`src/rtl/enigma_config_ctrl.sv`:
```
// Turns debounced ENTER/LDPlug/LDRot levels into single events and sequences plugboard
// pair entry, rotor start-position loading and encrypt requests; all outputs registered.
module enigma_config_ctrl #(
    parameter int NUM_ROT   = 3,
    parameter int MAX_PAIRS = 10
) (
    input  logic       CLK,
    input  logic       RST,
    input  logic [4:0] LET,
    input  logic       ENTER,
    input  logic       LDPlug,
    input  logic       LDRot,
    output logic       plugClr,
    output logic       plugWE,
    output logic [4:0] plugA,
    output logic [4:0] plugB,
    output logic       rotWE,
    output logic [1:0] rotSel,
    output logic [4:0] rotPos,
    output logic       encStrobe,
    output logic [4:0] encLet,
    output logic [2:0] mode,
    output logic [3:0] pairCnt,
    output logic       err
);
    localparam logic [2:0] S_IDLE        = 3'd0;
    localparam logic [2:0] S_PLUG_FIRST  = 3'd1;
    localparam logic [2:0] S_PLUG_SECOND = 3'd2;
    localparam logic [2:0] S_ROT_LOAD    = 3'd3;
    localparam logic [2:0] S_RUN         = 3'd4;
    localparam logic [1:0] LAST_ROT      = 2'(NUM_ROT - 1);
    localparam logic [3:0] MAX_CNT       = 4'(MAX_PAIRS);

    logic [2:0]  prev_q, prev_d;
    logic [2:0]  state_q, state_d;
    logic [25:0] used_q, used_d;
    logic [1:0]  rot_idx_q, rot_idx_d;
    logic        rot_loaded_q, rot_loaded_d;
    logic [4:0]  first_q, first_d;
    logic [3:0]  pair_cnt_q, pair_cnt_d;
    logic        plug_clr_q, plug_clr_d, plug_we_q, plug_we_d;
    logic [4:0]  plug_a_q, plug_a_d, plug_b_q, plug_b_d;
    logic        rot_we_q, rot_we_d;
    logic [1:0]  rot_sel_q, rot_sel_d;
    logic [4:0]  rot_pos_q, rot_pos_d;
    logic        enc_q, enc_d;
    logic [4:0]  enc_let_q, enc_let_d;
    logic        err_q, err_d;

    logic        ev_ent, ev_plug, ev_rot, let_used;
    logic [25:0] let_bit, first_bit;
    logic [3:0]  cnt_inc;
    logic [2:0]  exit_state;

    assign ev_ent     = ENTER  & ~prev_q[0];
    assign ev_plug    = LDPlug & ~prev_q[1];
    assign ev_rot     = LDRot  & ~prev_q[2];
    assign let_bit    = 26'd1 << LET;
    assign first_bit  = 26'd1 << first_q;
    assign let_used   = |(used_q & let_bit);
    assign cnt_inc    = pair_cnt_q + 4'd1;
    assign exit_state = rot_loaded_q ? S_RUN : S_IDLE;

    always_comb begin
        prev_d       = {LDRot, LDPlug, ENTER};
        state_d      = state_q;
        used_d       = used_q;
        rot_idx_d    = rot_idx_q;
        rot_loaded_d = rot_loaded_q;
        first_d      = first_q;
        pair_cnt_d   = pair_cnt_q;
        plug_clr_d   = 1'b0;
        plug_we_d    = 1'b0;
        plug_a_d     = plug_a_q;
        plug_b_d     = plug_b_q;
        rot_we_d     = 1'b0;
        rot_sel_d    = rot_sel_q;
        rot_pos_d    = rot_pos_q;
        enc_d        = 1'b0;
        enc_let_d    = enc_let_q;
        err_d        = 1'b0;

        // Priority LDRot > LDPlug > ENTER; losers on the same edge are dropped.
        if (ev_rot) begin
            state_d   = S_ROT_LOAD;
            rot_idx_d = 2'd0;
        end else if (ev_plug) begin
            case (state_q)
                S_IDLE, S_RUN: begin
                    state_d    = S_PLUG_FIRST;
                    plug_clr_d = 1'b1;
                    used_d     = '0;
                    pair_cnt_d = 4'd0;
                end
                S_PLUG_FIRST, S_PLUG_SECOND: state_d = exit_state;
                default: ;
            endcase
        end else if (ev_ent) begin
            case (state_q)
                S_IDLE: err_d = 1'b1;
                S_ROT_LOAD: begin
                    rot_we_d  = 1'b1;
                    rot_sel_d = rot_idx_q;
                    rot_pos_d = LET;
                    if (rot_idx_q == LAST_ROT) begin
                        rot_loaded_d = 1'b1;
                        rot_idx_d    = 2'd0;
                        state_d      = S_RUN;
                    end else begin
                        rot_idx_d = rot_idx_q + 2'd1;
                    end
                end
                S_PLUG_FIRST: begin
                    if (let_used) begin
                        err_d = 1'b1;
                    end else begin
                        first_d = LET;
                        state_d = S_PLUG_SECOND;
                    end
                end
                S_PLUG_SECOND: begin
                    if (let_used || LET == first_q) begin
                        err_d = 1'b1;
                    end else begin
                        plug_we_d  = 1'b1;
                        plug_a_d   = first_q;
                        plug_b_d   = LET;
                        used_d     = used_q | let_bit | first_bit;
                        pair_cnt_d = cnt_inc;
                        state_d    = (cnt_inc == MAX_CNT) ? exit_state : S_PLUG_FIRST;
                    end
                end
                S_RUN: begin
                    enc_d     = 1'b1;
                    enc_let_d = LET;
                end
                default: ;
            endcase
        end
    end

    always_ff @(posedge CLK or posedge RST) begin
        if (RST) begin
            prev_q       <= '0;
            state_q      <= S_IDLE;
            used_q       <= '0;
            rot_idx_q    <= '0;
            rot_loaded_q <= 1'b0;
            first_q      <= '0;
            pair_cnt_q   <= '0;
            plug_clr_q   <= 1'b0;
            plug_we_q    <= 1'b0;
            plug_a_q     <= '0;
            plug_b_q     <= '0;
            rot_we_q     <= 1'b0;
            rot_sel_q    <= '0;
            rot_pos_q    <= '0;
            enc_q        <= 1'b0;
            enc_let_q    <= '0;
            err_q        <= 1'b0;
        end else begin
            prev_q       <= prev_d;
            state_q      <= state_d;
            used_q       <= used_d;
            rot_idx_q    <= rot_idx_d;
            rot_loaded_q <= rot_loaded_d;
            first_q      <= first_d;
            pair_cnt_q   <= pair_cnt_d;
            plug_clr_q   <= plug_clr_d;
            plug_we_q    <= plug_we_d;
            plug_a_q     <= plug_a_d;
            plug_b_q     <= plug_b_d;
            rot_we_q     <= rot_we_d;
            rot_sel_q    <= rot_sel_d;
            rot_pos_q    <= rot_pos_d;
            enc_q        <= enc_d;
            enc_let_q    <= enc_let_d;
            err_q        <= err_d;
        end
    end

    assign plugClr   = plug_clr_q;
    assign plugWE    = plug_we_q;
    assign plugA     = plug_a_q;
    assign plugB     = plug_b_q;
    assign rotWE     = rot_we_q;
    assign rotSel    = rot_sel_q;
    assign rotPos    = rot_pos_q;
    assign encStrobe = enc_q;
    assign encLet    = enc_let_q;
    assign mode      = state_q;
    assign pairCnt   = pair_cnt_q;
    assign err       = err_q;
endmodule

```
`config.mk`:
```
export PLATFORM = sky130hd
export DESIGN_NAME = enigma_config_ctrl
export DESIGN_NICKNAME = d
export VERILOG_FILES = /design/src/rtl/enigma_config_ctrl.sv
export SDC_FILE = /design/constraint.sdc
export NUM_CORES = 1
export LEC_CHECK = 0
export BUFFER_PORTS_ARGS = -buffer_cell sky130_fd_sc_hd__buf_2
export CAP_MARGIN = 20
export CORE_ASPECT_RATIO = 0.5
export CORE_MARGIN = 8
export CORE_UTILIZATION = 50
export CTS_CLUSTER_DIAMETER = 50
export CTS_CLUSTER_SIZE = 8
export DETAILED_ROUTE_END_ITERATION = 12
export PLACE_DENSITY = 0.75
export REMOVE_ABC_BUFFERS = 1
export SKIP_CTS_REPAIR_TIMING = 1
export SYNTH_ARGS = -nofsm -noshare
export SYNTH_HDL_FRONTEND = slang
export SYNTH_SLANG_ARGS = --single-unit
```
`constraint.sdc`:
```
create_clock -name CLK -period 3.3 [get_ports CLK]
set_input_delay 0.33 -clock CLK [delete_from_list [all_inputs] [get_ports CLK]]
set_output_delay 0.33 -clock CLK [all_outputs]
set_load 0.1 [all_outputs]
```
==> out/results.ini <==
[status]
status = finished clean

[yosys]
ys_warn_count = 0
synth_edf_count = 0
yosys.cell_types.count = 59
syn_avg_cell_area_um2 = 10.42
synth_area_leaders = dfrtp_1, mux2_2, a22o_1
ys_ff_latch = 71
synthFlopType = dfrtp_1
async_flop_share = 1.000
yosysTopAreaCell = dfrtp_1
yosysSeqAreaShare = 0.4828
synth.top_cell.area_share = 0.4828
netlist_instances = 353
syn_area_um2 = 3680

[cts]
cts.path.max_buffers = 2
htreeDepth = 3
clkSinkCount = 71
cts_buffers = 9
clk_latency_ns = 0.34
cts.clk_slew.worst_paths_ns = 0.06
cts_tree = built
cts_root_buf = clkbuf_16

[finish]
area_growth_pct = 16.46
stdcell_area_um2 = 4285
nNetsFinal = 395
antenna_cells = 0
drive_above_1_share = 0.2655
fin_util = 0.5919

[route]
wl_per_cell_um = 19.13
firstDrtPassIters = 6
drt_iter0_markers = 457
drc = 0
antenna_left = 0
vias = 3035
viasPerCell = 6.271
wl_um = 9258

[critical_path]
cp_max_fo = 17
critical-path-max-stage-delay_ns = 0.43
critPathKind = reg2reg
critical_path.startpoint = used_q[6]
crit_cells = 7
crit_path_end = plugA[0]
r2r_start = used_q[6]
path_buf_inv = 1
r2r_slack_ns = 0.64
crit_slowest_cell = nor4_4
required_ns = 3.53
crit_top_cell = mux2_2
cp.arrival_ns = 2.88
cp-end-kind = flop
path_delay_family = multiplexers
r2r-end = plugA[0]
cp_cell_sequence = mux2_2 > a32o_1 > a221o_1 > nor4_4 > nand2_1 > inv_2 > mux2_2
crit_path_start_kind = flop
worstRegToRegCells = 7

[global_route]
grt_overflow_total = 0
grt_pass1_wl_um = 15510
grt_max_degree = 59
grt_pass1_vias = 3080
antenna_found_initial = 0
grt_use_total = 0.1844

[power]
p_per_area_nw_per_um2 = 1060
vdd_drop_max_mv = 0.5068
static-leakage-power_nw = 2.015

[floorplan]
rows = 22
die_w_um = 137.3
die_area_um2 = 10530
io_pins = 44
die_h_um = 76.66
design.core.area_um2 = 7239
start_util = 0.5083

[timing]
hold_violations = 0
fin_crit_sh = 0.8059
worst_pin_slew_ns = 0.7212
drv_slew = 0
fin_worst_skew_ns = 0.003710
setup_slack_ns = 0.6407
hold_ws_ns = 0.1104
rsz0062_at_grt = false
max_freq_mhz = 376.0
setup_violations = 0
slew_headroom = 0.5192
tns_ns = 0
period_minus_slack_ns = 2.659

[job]
cap_viol_max_count = 0

[placed_design]
port_buffers = 43
hpwlAfterDp_um = 6124
dp_slack_ns = 0.3362
place_area_um2 = 3921
gp_congestion = 0.9004

[min_path]
holdPathStages = 1
worstHoldPathType = in2reg

synth_stat cells (4+ instances only):
cell type  count
o21ai_0       10
nor3b_1        4
nand2b_1       6
buf_1          6
o211ai_1       4
inv_1         12
a21oi_1        6
nand3_1       13
mux2_2        23
a22o_1        21
nand3b_1       6
dfrtp_1       71
a31oi_1        6
o22ai_1       26
nor2_1        20
and3_1         4
or3_1          6
clkbuf_1      17
nand2_1       24
nor3_1         4
mux2_4         6
buf_4          4
metal layers:
layer	track usage	routed length [um]	part of all wire	up-vias
li1	-	-	-	1368
met1	0.2291	3841	0.41	1469
met2	0.2823	4337	0.47	166
met3	0.06047	818	0.088	32
met4	0.09150	261	0.028	0
met5	0	0	0	-
area by class of cell:
cell class	count	area, um^2
clock buffers	10	239.0
clock inverters	6	115.1
fillers	596	2954
inverters	14	52.55
multi-input cells	238	1719
flip-flops and latches	71	1777
well taps	96	120.1
repair buffers	49	262.8
flip-flops by register name, indices dropped and copies added, names as in the netlist, 4 cells and up:
name / flops
first_q: 5
encLet: 5
plugA: 5
pairCnt: 4
used_q: 26
plugB: 5
rotPos: 5
layout by cell type (no fill, tap or decap), types with 3 or more instances in the layout:
master     instances
a21oi_1            6
a22o_1            21
a31oi_1            6
and3_1             4
buf_2             43
buf_4              5
bufinv_16          3
clkbuf_16          9
dfrtp_1           71
inv_1             11
mux2_2            23
mux2_4             6
nand2_1           24
nand2b_1           6
nand3_1           13
nand3b_1           6
nor2_1            20
nor2b_1            3
nor3_1             4
nor3b_1            4
o211ai_1           4
o21ai_0           10
o22ai_1           26
or3_1              6
xnor2_1            3
xor2_1             3
stage by stage:
stage                     power, mW  std cells
after floorplan               3.003        323
after global placement        3.361        467
after detailed placement      3.401        467
after CTS                     4.562        483
after global routing          4.729        484
final                         4.545        484
worst min-delay path by stage:
stage,start,endpoint
2_1_floorplan,ENTER,prev_q[0]
3_3_place_gp,RST,rotWE
3_5_place_dp,RST,rotWE
4_1_cts,RST,rot_loaded_q
5_1_grt,ENTER,prev_q[0]
6_report,ENTER,prev_q[0]
report_power, final:
| group | switching, mW | total, mW | internal, mW | leakage [nW] |
|---|---|---|---|---|
| sequential | 0.235 | 1.34 | 1.10 | 0.942 |
| combinational | 1.59 | 2.06 | 0.476 | 0.904 |
| clock | 0.380 | 1.14 | 0.763 | 0.170 |
| total | 2.20 | 4.54 | 2.34 | 2.01 |
logic make-up after synthesis:
family / after synthesis / share of synthesized area
adder cells (fa/ha/maj): 2 / 0.006799
AND/OR/NAND/NOR: 105 / 0.1574
flip-flops: 71 / 0.4828
multiplexers: 30 / 0.1010
buffers and inverters: 44 / 0.04998
AO/OA/AOI/OAI: 95 / 0.1877
XOR/XNOR: 6 / 0.01428
No activity file was read; power rests on OpenSTA's default activity.
